### src/rtl/vga_pkg.sv
// Shared VGA pipeline constants and projectile stage types.
package vga_pkg;

    localparam int HOR_PIXELS = 800;
    localparam int VER_PIXELS = 600;
    localparam int FRAC       = 4;

    typedef enum logic [1:0] {
        IDLE   = 2'd0,
        FLY    = 2'd1,
        LANDED = 2'd2
    } proj_state_t;

endpackage

### src/rtl/projectile_cat_ctl.sv
// Ballistic trajectory controller for the cat's projectile: launch, per-frame
// integration, landing hold and off-screen detection.
module projectile_cat_ctl #(
    parameter int START_X     = 40,
    parameter int START_Y     = 100,
    parameter int GROUND_Y    = 20,
    parameter int GRAVITY     = 8,
    parameter int FRAC        = vga_pkg::FRAC,
    parameter int DIAMETER    = 30,
    parameter int HOLD_FRAMES = 30
) (
    input  logic        clk,
    input  logic        rst,
    input  logic        frame_tick,
    input  logic        throw_start,
    input  logic [6:0]  power,
    output logic        enable,
    output logic [11:0] x_pos,
    output logic [11:0] y_pos,
    output logic        busy,
    output logic        done,
    output logic        miss
);
    import vga_pkg::*;

    localparam int PW = 12 + FRAC;
    localparam int AW = PW + 2;
    localparam int HW = (HOLD_FRAMES > 2) ? $clog2(HOLD_FRAMES) : 1;

    localparam logic signed [AW-1:0] X_LIMIT_C = signed'(AW'((HOR_PIXELS + DIAMETER) << FRAC));
    localparam logic signed [AW-1:0] GROUND_C  = signed'(AW'(GROUND_Y << FRAC));
    localparam logic [PW-1:0]        START_PX  = PW'(START_X << FRAC);
    localparam logic [PW-1:0]        START_PY  = PW'(START_Y << FRAC);
    localparam logic [PW-1:0]        GROUND_PY = PW'(GROUND_Y << FRAC);
    localparam logic [HW-1:0]        HOLD_LAST = HW'(HOLD_FRAMES - 1);
    localparam logic [11:0]          GRAV_C    = 12'(GRAVITY);

    proj_state_t        state_r;
    logic [PW-1:0]      px_r;
    logic [PW-1:0]      py_r;
    logic [9:0]         vx_r;
    logic signed [11:0] vy_r;
    logic [HW-1:0]      hold_cnt_r;
    logic               enable_r;
    logic               busy_r;
    logic               done_r;
    logic               miss_r;

    logic [9:0]         v0_s;
    logic signed [AW-1:0] nx_s;
    logic signed [AW-1:0] ny_s;
    logic [PW-1:0]      ny_sat_s;

    // Candidate next position from the current velocity, with upward saturation
    always_comb begin
        v0_s = {1'b0, power, 2'b00};
        nx_s = $signed({2'b00, px_r}) + $signed({{(AW-10){1'b0}}, vx_r});
        ny_s = $signed({2'b00, py_r}) + $signed({{(AW-12){vy_r[11]}}, vy_r});
        if (ny_s[AW-1:PW] != 2'b00) begin
            ny_sat_s = {PW{1'b1}};
        end else begin
            ny_sat_s = ny_s[PW-1:0];
        end
    end

    // Throw state machine; all outputs are registered here
    always_ff @(posedge clk) begin
        if (rst) begin
            state_r    <= IDLE;
            px_r       <= '0;
            py_r       <= '0;
            vx_r       <= 10'd0;
            vy_r       <= 12'sd0;
            hold_cnt_r <= '0;
            enable_r   <= 1'b0;
            busy_r     <= 1'b0;
            done_r     <= 1'b0;
            miss_r     <= 1'b0;
        end else begin
            done_r <= 1'b0;
            case (state_r)
                IDLE: begin
                    if (throw_start) begin
                        px_r     <= START_PX;
                        py_r     <= START_PY;
                        vx_r     <= v0_s;
                        vy_r     <= $signed({2'b00, v0_s});
                        miss_r   <= 1'b0;
                        enable_r <= 1'b1;
                        busy_r   <= 1'b1;
                        state_r  <= FLY;
                    end
                end
                FLY: begin
                    if (frame_tick) begin
                        // Leaving the screen wins over landing on the same frame
                        if (nx_s >= X_LIMIT_C) begin
                            state_r  <= IDLE;
                            enable_r <= 1'b0;
                            busy_r   <= 1'b0;
                            done_r   <= 1'b1;
                            miss_r   <= 1'b1;
                        end else if (ny_s <= GROUND_C) begin
                            px_r       <= nx_s[PW-1:0];
                            py_r       <= GROUND_PY;
                            hold_cnt_r <= '0;
                            state_r    <= LANDED;
                        end else begin
                            px_r <= nx_s[PW-1:0];
                            py_r <= ny_sat_s;
                            vy_r <= vy_r - $signed(GRAV_C);
                        end
                    end
                end
                LANDED: begin
                    if (frame_tick) begin
                        if (hold_cnt_r == HOLD_LAST) begin
                            state_r  <= IDLE;
                            enable_r <= 1'b0;
                            busy_r   <= 1'b0;
                            done_r   <= 1'b1;
                        end else begin
                            hold_cnt_r <= hold_cnt_r + HW'(1);
                        end
                    end
                end
                default: begin
                    state_r  <= IDLE;
                    enable_r <= 1'b0;
                    busy_r   <= 1'b0;
                end
            endcase
        end
    end

    assign enable = enable_r;
    assign busy   = busy_r;
    assign done   = done_r;
    assign miss   = miss_r;
    assign x_pos  = px_r[FRAC+11:FRAC];
    assign y_pos  = py_r[FRAC+11:FRAC];

endmodule

### config.mk
export PLATFORM = sky130hd
export DESIGN_NAME = projectile_cat_ctl
export DESIGN_NICKNAME = d
export VERILOG_FILES = /design/src/rtl/vga_pkg.sv /design/src/rtl/projectile_cat_ctl.sv
export SDC_FILE = /design/constraint.sdc
export NUM_CORES = 1
export LEC_CHECK = 0
export ABC_AREA = 0
export CORE_MARGIN = 2
export CORE_UTILIZATION = 58
export CTS_CLUSTER_DIAMETER = 100
export CTS_CLUSTER_SIZE = 25
export DETAILED_ROUTE_END_ITERATION = 8
export PLACE_DENSITY = 0.81
export SETUP_SLACK_MARGIN = 0.15
export SYNTH_ARGS = -nofsm -noshare
export SYNTH_HDL_FRONTEND = slang
export SYNTH_SLANG_ARGS = --single-unit
### constraint.sdc
create_clock -name clk -period 4.01 [get_ports clk]
set_input_delay 0.401 -clock clk [delete_from_list [all_inputs] [get_ports clk]]
set_output_delay 0.401 -clock clk [all_outputs]
set_load 0.05 [all_outputs]
=== After elaboration in Yosys (flattened, before gate mapping) ===
Index checks and enable logic that the tools add are counted.

* Add/sub/neg operators: 4
* Reduce and logical (&&, ||, !) cells: 11
* Mux-type cells: 43
* Equality and inequality tests: 13
* Magnitude comparators: 2

{| class="wikitable"
|+ Operators with widths
! operator !! count
|-
| two-way mux 16 bit || 8
|-
| case mux 16 bit (2 select lines) || 2
|-
| two-way mux 12 bit || 4
|-
| two-way mux 5 bit || 5
|-
| case mux 12 bit (2 select lines) || 1
|-
| adder 17 x 12 -> 18 bit || 1
|-
| <= comparator 18 x 10 -> 1 bit, second input constant || 1
|-
| != test 2 bit, second input constant || 9
|-
| adder 16 x 9 -> 17 bit || 1
|-
| >= comparator 17 x 14 -> 1 bit, second input constant || 1
|-
| AND reduction 5 bit || 3
|-
| two-way mux 1 bit || 12
|-
| two-way mux 2 bit || 6
|-
| subtractor 12 x 5 -> 12 bit, second input constant || 1
|-
| case mux 5 bit (2 select lines) || 1
|-
| AND reduction 4 bit || 2
|-
| case mux 2 bit (3 select lines) || 1
|-
| AND reduction 6 bit || 1
|-
| nonzero test 2 bit || 3
|-
| adder 5 x 1 -> 5 bit, second input constant || 1
|-
| equality test 5 bit, second input constant || 1
|-
| case mux 1 bit (2 select lines) || 2
|-
| != test 3 bit, second input constant || 1
|-
| case mux 1 bit (3 select lines) || 1
|-
| 4 further kinds || 4
|}

* Input bits: 11
* Flip-flop bits (word level): 61
* Logic and storage cells: 82
* Output and inout port bits: 28

=== Longest topological paths before layout ===
Gate-level depths: netlist of run 1.

* Depth after elaboration: 7
* Depth in mapped cells: 14
* Gate-level depth less buffers: 12

=== Worst setup path after synthesis of run 1 ===
Ideal clock, no wire load.

* Kind: register to register
* From: register px_r[2]
* To: register vy_r[9]
* Library setup time: 0.070 ns
* Required time: 3.940 ns
* Arrival time: 3.109 ns
* Buffers on the path: 1
* Clock period less this slack: 3.179 ns
* Stages on the path, launching flop included: 14
* Setup slack: 0.831 ns
* Cell sequence: dfxtp_1 > ha_1 > inv_1 > fa_1 > nand2b_1 > a211o_1 > a21oi_1 > mux2i_1 > a32o_1 > a211o_1 > and2_1 > buf_6 > or4_1 > a21boi_1

* Word-level cells in the longest chain between the ends: 4

{| class="wikitable"
|+ Ends and longest elaborated chain
! item !! line !! RTL
|-
| start, declared || projectile_cat_ctl.sv:39 || <nowiki>logic [PW-1:0] px_r;</nowiki>
|-
| start signal, assigned || projectile_cat_ctl.sv:104 || <nowiki>px_r <= nx_s[PW-1:0];</nowiki>
|-
| start signal, assigned || projectile_cat_ctl.sv:109 || <nowiki>px_r <= nx_s[PW-1:0];</nowiki>
|-
| adder 16 x 9 -> 17 bit || projectile_cat_ctl.sv:57 || <nowiki>nx_s = $signed({2'b00, px_r}) + $signed({{(AW-10){1'b0}}, vx_r});</nowiki>
|-
| >= comparator 17 x 14 -> 1 bit || projectile_cat_ctl.sv:97 || <nowiki>if (nx_s >= X_LIMIT_C) begin</nowiki>
|-
| != test 2 bit (no line) || n/a ||
|-
| AND reduction 5 bit (no line) || n/a ||
|-
| end signal, assigned || projectile_cat_ctl.sv:87 || <nowiki>vy_r <= $signed({2'b00, v0_s});</nowiki>
|-
| end signal, assigned || projectile_cat_ctl.sv:111 || <nowiki>vy_r <= vy_r - $signed(GRAV_C);</nowiki>
|-
| end, declared || projectile_cat_ctl.sv:42 || <nowiki>logic signed [11:0] vy_r;</nowiki>
|}

No other way between the ends.
A chain may end at the register's enable or synchronous reset.

=== Worst setup path after layout of run 1 ===
Same ends and word-level chain as after synthesis.

==> results of run 1 <==
worst max-delay path: stages (launching register included):
cell and delay [ns]:
dfxtp_1 0.33, ha_1 0.17, inv_1 0.06, fa_1 0.40, nand2b_1 0.21, a211o_1 0.33, a21oi_2 0.21, mux2i_1 0.10
a32o_1 0.24, a211o_1 0.42, and2_2 0.35, or4_1 0.56, a21boi_1 0.15
power by group through the flow:
stage               clock network, mW  logic [mW]  registers (mW)
finish                          0.502        1.82           0.790
global route                    0.532        1.99           0.805
CTS                             0.505        1.79           0.786
detailed placement                  0        1.78           0.799
global placement                    0        1.73           0.797
floorplan                           0        1.43           0.763
sequential cells by signal, indices dropped and copies added, names as in the netlist:
register,count
state_r,2
busy,1
px_r,14
miss,1
py_r,16
vy_r,10
done,1
hold_cnt_r,5
vx_r,7
Yosys cell counts (6+ instances only):
| library cell | n | area share (%) |
|---|---|---|
| a21o_1 | 9 | 1.6 |
| nor2b_1 | 8 | 1.2 |
| o2bb2ai_1 | 10 | 2.1 |
| a21oi_1 | 42 | 5.0 |
| nor2_1 | 41 | 3.7 |
| and2_1 | 6 | 0.90 |
| nand3_1 | 18 | 2.1 |
| nor3_1 | 14 | 1.7 |
| clkbuf_1 | 13 | 1.2 |
| buf_4 | 26 | 4.7 |
| or3_1 | 9 | 1.3 |
| o21a_1 | 6 | 1.1 |
| xor2_1 | 6 | 1.3 |
| dfxtp_1 | 57 | 27 |
| inv_1 | 26 | 2.3 |
| nand4_1 | 7 | 1.0 |
| xnor2_1 | 12 | 2.5 |
| nand2_1 | 51 | 4.6 |
| and3_1 | 6 | 0.90 |
| mux2i_1 | 7 | 1.7 |
| ha_1 | 29 | 8.7 |
| o21ai_0 | 17 | 2.0 |
| a211oi_1 | 9 | 1.6 |
| a31oi_1 | 7 | 1.0 |
per-layer routing:
| layer | share of wire, % | routed length, um | track usage, % |
|---|---|---|---|
| met3 | 6.3 | 635 | 6.83 |
| met4 | 0.91 | 92 | 7.19 |
| met5 | 0 | 0 | 0 |
| met2 | 47 | 4700 | 42.2 |
| met1 | 46 | 4630 | 36.1 |
cell usage in the layout (no fill, tap or decap), types with 5 or more instances in the layout:
cell type and n:
a211oi_1 8, a21o_1 9, a21oi_1 41, a2bb2oi_1 5, a31oi_1 7, a32o_1 5, and2_1 5, and3_1 6
buf_4 9, clkbuf_8 11, clkdlybuf4s50_1 38, dfxtp_1 57, ha_1 29, inv_1 26, mux2i_1 7, nand2_1 51
nand2b_1 5, nand3_1 18, nand4_1 7, nor2_1 40, nor2b_1 8, nor3_1 14, nor4_1 5, o211ai_1 5
o21a_1 6, o21ai_0 17, o2bb2ai_1 10, or3_1 9, xnor2_1 12, xor2_1 6
layout make-up:
type,count,area (sq um)
inverters,26,97.6
clock inverters,5,30.0
well taps,96,120
clock buffers,11,151
fillers,596,2230
flip-flops and latches,57,1140
multi-input cells,398,2690
repair buffers,47,448
worst min-delay path by stage:
stage	start	endpoint	slack (ns)	depth (start not counted)
finish	vx_r[2]	vx_r[2]	0.46	2
global route	vx_r[2]	vx_r[2]	0.48	2
floorplan	vy_r[2]	vy_r[2]	0.44	2
CTS	vx_r[2]	vx_r[2]	0.46	2
global placement	vx_r[2]	vx_r[2]	0.45	2
detailed placement	vx_r[2]	vx_r[2]	0.45	2
per-stage QoR:
step / util (%) / setup WS [ns] / cell area (sq um) / std cells / hold WS (ns)
floorplan: - / 0.831 / 4190 / 528 / 0.436
global placement: 64.7 / 0.429 / 4470 / 624 / 0.449
detailed placement: 64.7 / 0.272 / 4470 / 624 / 0.453
CTS: 67.3 / 0.242 / 4650 / 640 / 0.462
global route: 67.7 / 0.183 / 4670 / 640 / 0.483
finish: 67.7 / 0.393 / 4670 / 640 / 0.461
cell families (layout without fill, tap and decap cells):
logic type / after synthesis / in the layout / synth area share [%]
flip-flops: 57 / 57 / 27.2
buffers and inverters: 73 / 89 / 9.31
AO/OA/AOI/OAI: 155 / 155 / 26.1
AND/OR/NAND/NOR: 187 / 187 / 22.5
XOR/XNOR: 18 / 18 / 3.76
multiplexers: 8 / 8 / 1.94
adder cells (fa/ha/maj): 30 / 30 / 9.13
==> summary.md, run 1 <==
| Metric | Value |
|---|---|
| Status | finished, final reports clean |
| Vias in the first global route | 3,650 |
| Max cap viols | 0 |
| Largest net degree at the start of global routing | 43 |
| Post-CTS resize count | 0 |
| #FFs+latches synth | 57 |
| Post-DP HPWL | 7.28 mm |
| Pins Over Slew Limit | 0 |
| Clk buf depth | 2 |
| PD cells | 666 nW/um^2 |
| Async S/R FF share, synth | 0% |
| First-pass iteration count of the detailed router | 5 |
| Worst Setup SP | px_r[2] |
| Worst reg2reg path depth | 12 |
| Clk_lat worst skew | 0.36 ns |
| H-tree lvl count | 3 |
| Postcts setup bufs | 0 |
| Drt first-iter violations | 303 |
| Port bufs | 38 |
| VDD IR max | 0.400 mV |
| Slew Limit Headroom | 62.5% |
| Clock Pin Slew Worst Setup and Hold Paths | 0.06 ns |
| Crit path arrival time | 3.90 ns |
| Synth Area per Inst | 7.94 sq um |
| Final Hold Vio Count | 0 |
| Clock Sink Count | 57 |
| Syn Inst Count | 528 |
| Number of CTS-inserted buffers | 9 |
| Finish-stage setup viols | 0 |
| Cell variety after synth | 66 |
| Nets | 580 |
| Detailed-route DRC error count | 0 |
| P_leak | 1.77 nW |
| Vias/cell | 6.16 |
| DIE HEIGHT | around 90 um |
| Sw Ratio | 49.1% |
| Setup TNS | 0 ns |
| Starting density of the core | 60.7% |
| Flop pwr share | 25.4% |
| Clock share of power | 16.1% |
| Initial antenna violation count | 0 |
| Kind of critical path | register to register |
| Psw | 1.53 mW |
| Area delta synth->final | 11.5% |
| Hold buffer count at cts | 0 |
| Crit Path Max Fanout | 17 |
| Reg-to-Reg Start | px_r[2] |
| Dominant synthesized flop cell | dfxtp_1 |
| CTS tree | yes |
| GRT Residual Overflow | 0 |
| First-pass GRT wire length | about 17 mm |
| Area of the core | 6910 sq um |
| DIE AREA | 7920 sq um |
| Routability congestion estimate | 0.949 |
| Overall power | 3.11 mW |
| DR WL/cell | 15.7 um |
| Seq/Total Area, Yosys | 27.2% |
| Period Utilization, post-route | 90.2% |
| EDFF count, synth | 0 |
| Tmin final | 3.62 ns |
| Share of layout cells above drive strength 1 | under 10% |
| Slew @ Worst Pin | approximately 0.56 ns |
| RSZ-0062 raised after global routing | false |
| Pint | 1.59 mW |
| Hold crit path type | register to register |
| CP Capture Point | vy_r[9] |
| Worst Skew | 0.00853 ns |
| Synthesized area | 4190 sq um |
| R2R Setup Slk | 0.39 ns |
| CP Launch Type | register |
| Syn. warnings | 0 |
| Die extent in x | between 80 and 90 um |
| Synth Net Count | 569 |
| Final antenna-violating net count | 0 |
| Vias | 3,943 |
| Global Route Usage Sum | 26.6% |
| Final wirelength | 10.1 mm |
| Fmax | 276 MHz |
| Rows | 30 |
| Antenna fix cells | 0 |
| Comb power frac | between 50 and 60% |
| I/O Pins | 39 |
| CP Capture Type | register |
| Reg-to-Reg End | vy_r[9] |
| Clock root buffer | clkbuf_8 |
| Data required time at the worst endpoint | about 4.3 ns |
No activity file was read; power rests on OpenSTA's default activity.
==> inputs of run 2 (changes only) <==
--- a/config.mk
+++ b/config.mk
@@ -6,12 +6,14 @@
 export NUM_CORES = 1
 export LEC_CHECK = 0
 export ABC_AREA = 0
+export CELL_PAD_IN_SITES_DETAIL_PLACEMENT = 0
+export CELL_PAD_IN_SITES_GLOBAL_PLACEMENT = 1
 export CORE_MARGIN = 2
-export CORE_UTILIZATION = 58
+export CORE_UTILIZATION = 30
 export CTS_CLUSTER_DIAMETER = 100
 export CTS_CLUSTER_SIZE = 25
 export DETAILED_ROUTE_END_ITERATION = 8
-export PLACE_DENSITY = 0.81
+export PLACE_DENSITY = 0.6
 export SETUP_SLACK_MARGIN = 0.15
 export SYNTH_ARGS = -nofsm -noshare
 export SYNTH_HDL_FRONTEND = slang
==> summary.md, run 2 (synthesized netlist as in run 1, its figures left out) <==
| Metric | Value |
|---|---|
| Area delta synth->final | 16.5% |
| RSZ-0062 raised after global routing | false |
| Commonest non-fill, non-tap cell in the layout | dfxtp_1 |
| Crit path arrival time | 3.88 ns |
| Rows | 43 |
| Data required time at the worst endpoint | 4.27 ns |
| Period Utilization, post-route | approximately nine tenths |
| Final antenna-violating net count | 0 |
| Pins Over Slew Limit | 0 |
| Max cap viols | 0 |
| Initial antenna violation count | 0 |
| Global Route Usage Sum | ~16% |
| CP Capture Type | register |
| Vias | between 3,000 and 4,000 |
| Setup TNS | 0 ns |
| Kind of critical path | register to register |
| Detailed-route DRC error count | 0 |
| Clock Sink Count | 57 |
| Area of placed instances | roughly 4600 sq um |
| Clock Pin Slew Worst Setup and Hold Paths | ~0.050 ns |
| Most frequent cells in the layout | dfxtp_1, nand2_1, a21oi_1, nor2_1, clkdlybuf4s50_1 |
| CTS tree | yes |
| CP Launch Type | register |
| I/O Pins | 39 |
| Drt first-iter violations | 255 |
| Status | finished, final reports clean |
| Port bufs | 38 |
| WHS | 0.459 ns |
| Delay of the slowest cell on the worst path | 0.57 ns |
| First-pass GRT wire length | roughly 19 mm |
| Final wirelength | between 10 and 15 mm |
| DIE AREA | between 10,000 and 15,000 sq um |
| Most frequent CP cell | a211o_1 |
| CP delay by family, top | compound AO/OA/AOI/OAI gates |
| Starting density of the core | 30.4% |
| DIE HEIGHT | 122 um |
| Clk buf depth | 2 |
| Routability congestion estimate | around 0.81 |
| VDD IR max | 0.212 mV |
| Slew @ Worst Pin | 0.702 ns |
| Worst path buffer plus inverter count | 1 |
| Fin util | between 30% and 40% |
| H-tree lvl count | 3 |
| Die extent in x | around 120 um |
| Multi-input logic area | 2670 sq um |
| Layout fillers | 1,445 |
| Post-DP HPWL | ~8.6 mm |
| Register area | 1140 sq um |
| Clock root buffer | clkbuf_16 |
| Nets | 583 |
| Vias in the first global route | 3,528 |
| Slowest cell on crit path | or4_1 |
| GRT Residual Overflow | 0 |
| Hold crit path type | register to register |
| Antenna fix cells | 0 |
| Finish-stage setup viols | 0 |
| Design area | 4880 sq um |
| First-pass iteration count of the detailed router | 5 |
| Max FFs per register | 16 |
| Final Hold Vio Count | 0 |
| Overall power | 3.39 mW |
| PD cells | about 690 nW/um^2 |
| Fmax | 276 MHz |
| DR WL/cell | 16.1 um |
| Slew Limit Headroom | around 53% |
| Area of the core | 13,800 sq um |
| Largest Register | py_r |
| Worst Skew | 0.00601 ns |
| Hold buffer count at cts | 0 |
| P_leak | 1.83 nW |
| Largest net degree at the start of global routing | 20 |
| Largest registers | py_r x16, px_r x14, vy_r x10 |
| Number of CTS-inserted buffers | 9 |
| Vias/cell | between 5 and 6 |
| Share of layout cells above drive strength 1 | 7.14% |
| Tmin final | 3.62 ns |
| Clk_lat worst skew | 0.33 ns |
| Crit path cell chain | ha_1 > inv_1 > fa_1 > nand2b_1 > a211o_1 > a21oi_1 > mux2i_1 > a32o_1 > a211o_1 > and2_1 > or4_1 > a21boi_1 |
| Crit Path Max Fanout | 17 |
==> run 2: changes by cell type in the layout (fill, tap and decap cells not counted), moves of 2 or more <==
cell	change
buf_4	+3
clkbuf_16	+9
clkbuf_8	-8
clkinv_2	-2
==> run 2: timing repair <==
| item | 4_1_cts | 5_1_grt |
|---|---|---|
| resized for setup | 0 | 2 |
| endpoints found under the setup margin | 0 | 10 |
| hold endpoints to repair | 0 | 0 |
| setup buffers | 0 | 0 |
==> run 2: tightest hold or removal path, stage by stage (launching register included) <==
cell     delay, ns
dfxtp_1       0.31
nand2_1       0.05
a21oi_1       0.05
==> run 2: report_power, final <==
group	switching (mW)	internal (mW)
logic	1.20	0.673
registers	0.116	0.667
clock network	0.268	0.464
total	1.58	1.80
==> run 2: worst paths after layout <==
path	start	end	slack, ns	cells after the start
max reg2reg	px_r[2]	vy_r[9]	0.39	12
min	vx_r[8]	vx_r[8]	0.46	2
max	px_r[2]	vy_r[9]	0.39	12
min reg2reg	vx_r[8]	vx_r[8]	0.46	2
==> run 2: routing by layer <==
layer | vias up | track usage, % | part of all wire (%)
li1 | 1950 | - | -
met1 | 1846 | 23.2 | 51
met2 | 66 | 23.8 | 44
met3 | 9 | 2.90 | 3.8
met4 | 0 | 5.89 | 1.4
met5 | - | 0 | 0
==> run 2: layout make-up <==
cell class	count	share of cell area, %
clock buffer	13	5.53
clock inverter	2	0.256
inverter	26	2.00
multi-input combinational	398	54.6
sequential	57	23.4
tap	180	4.61
timing repair buffer	50	9.63
==> run 2: per-stage QoR <==
step | setup slack, ns | instances
after floorplan | 0.831 | 528
after global placement | 0.465 | 711
after detailed placement | 0.371 | 711
after CTS | 0.339 | 726
after global routing | 0.211 | 726
final | 0.390 | 726
==> inputs of run 3 (changes only) <==
--- a/config.mk
+++ b/config.mk
@@ -15,6 +15,7 @@
 export DETAILED_ROUTE_END_ITERATION = 8
 export PLACE_DENSITY = 0.6
 export SETUP_SLACK_MARGIN = 0.15
+export SLEW_MARGIN = 0
 export SYNTH_ARGS = -nofsm -noshare
 export SYNTH_HDL_FRONTEND = slang
 export SYNTH_SLANG_ARGS = --single-unit
==> results of run 3 <==
No change in the layout: final DEF, timing and power equal those of run 2.
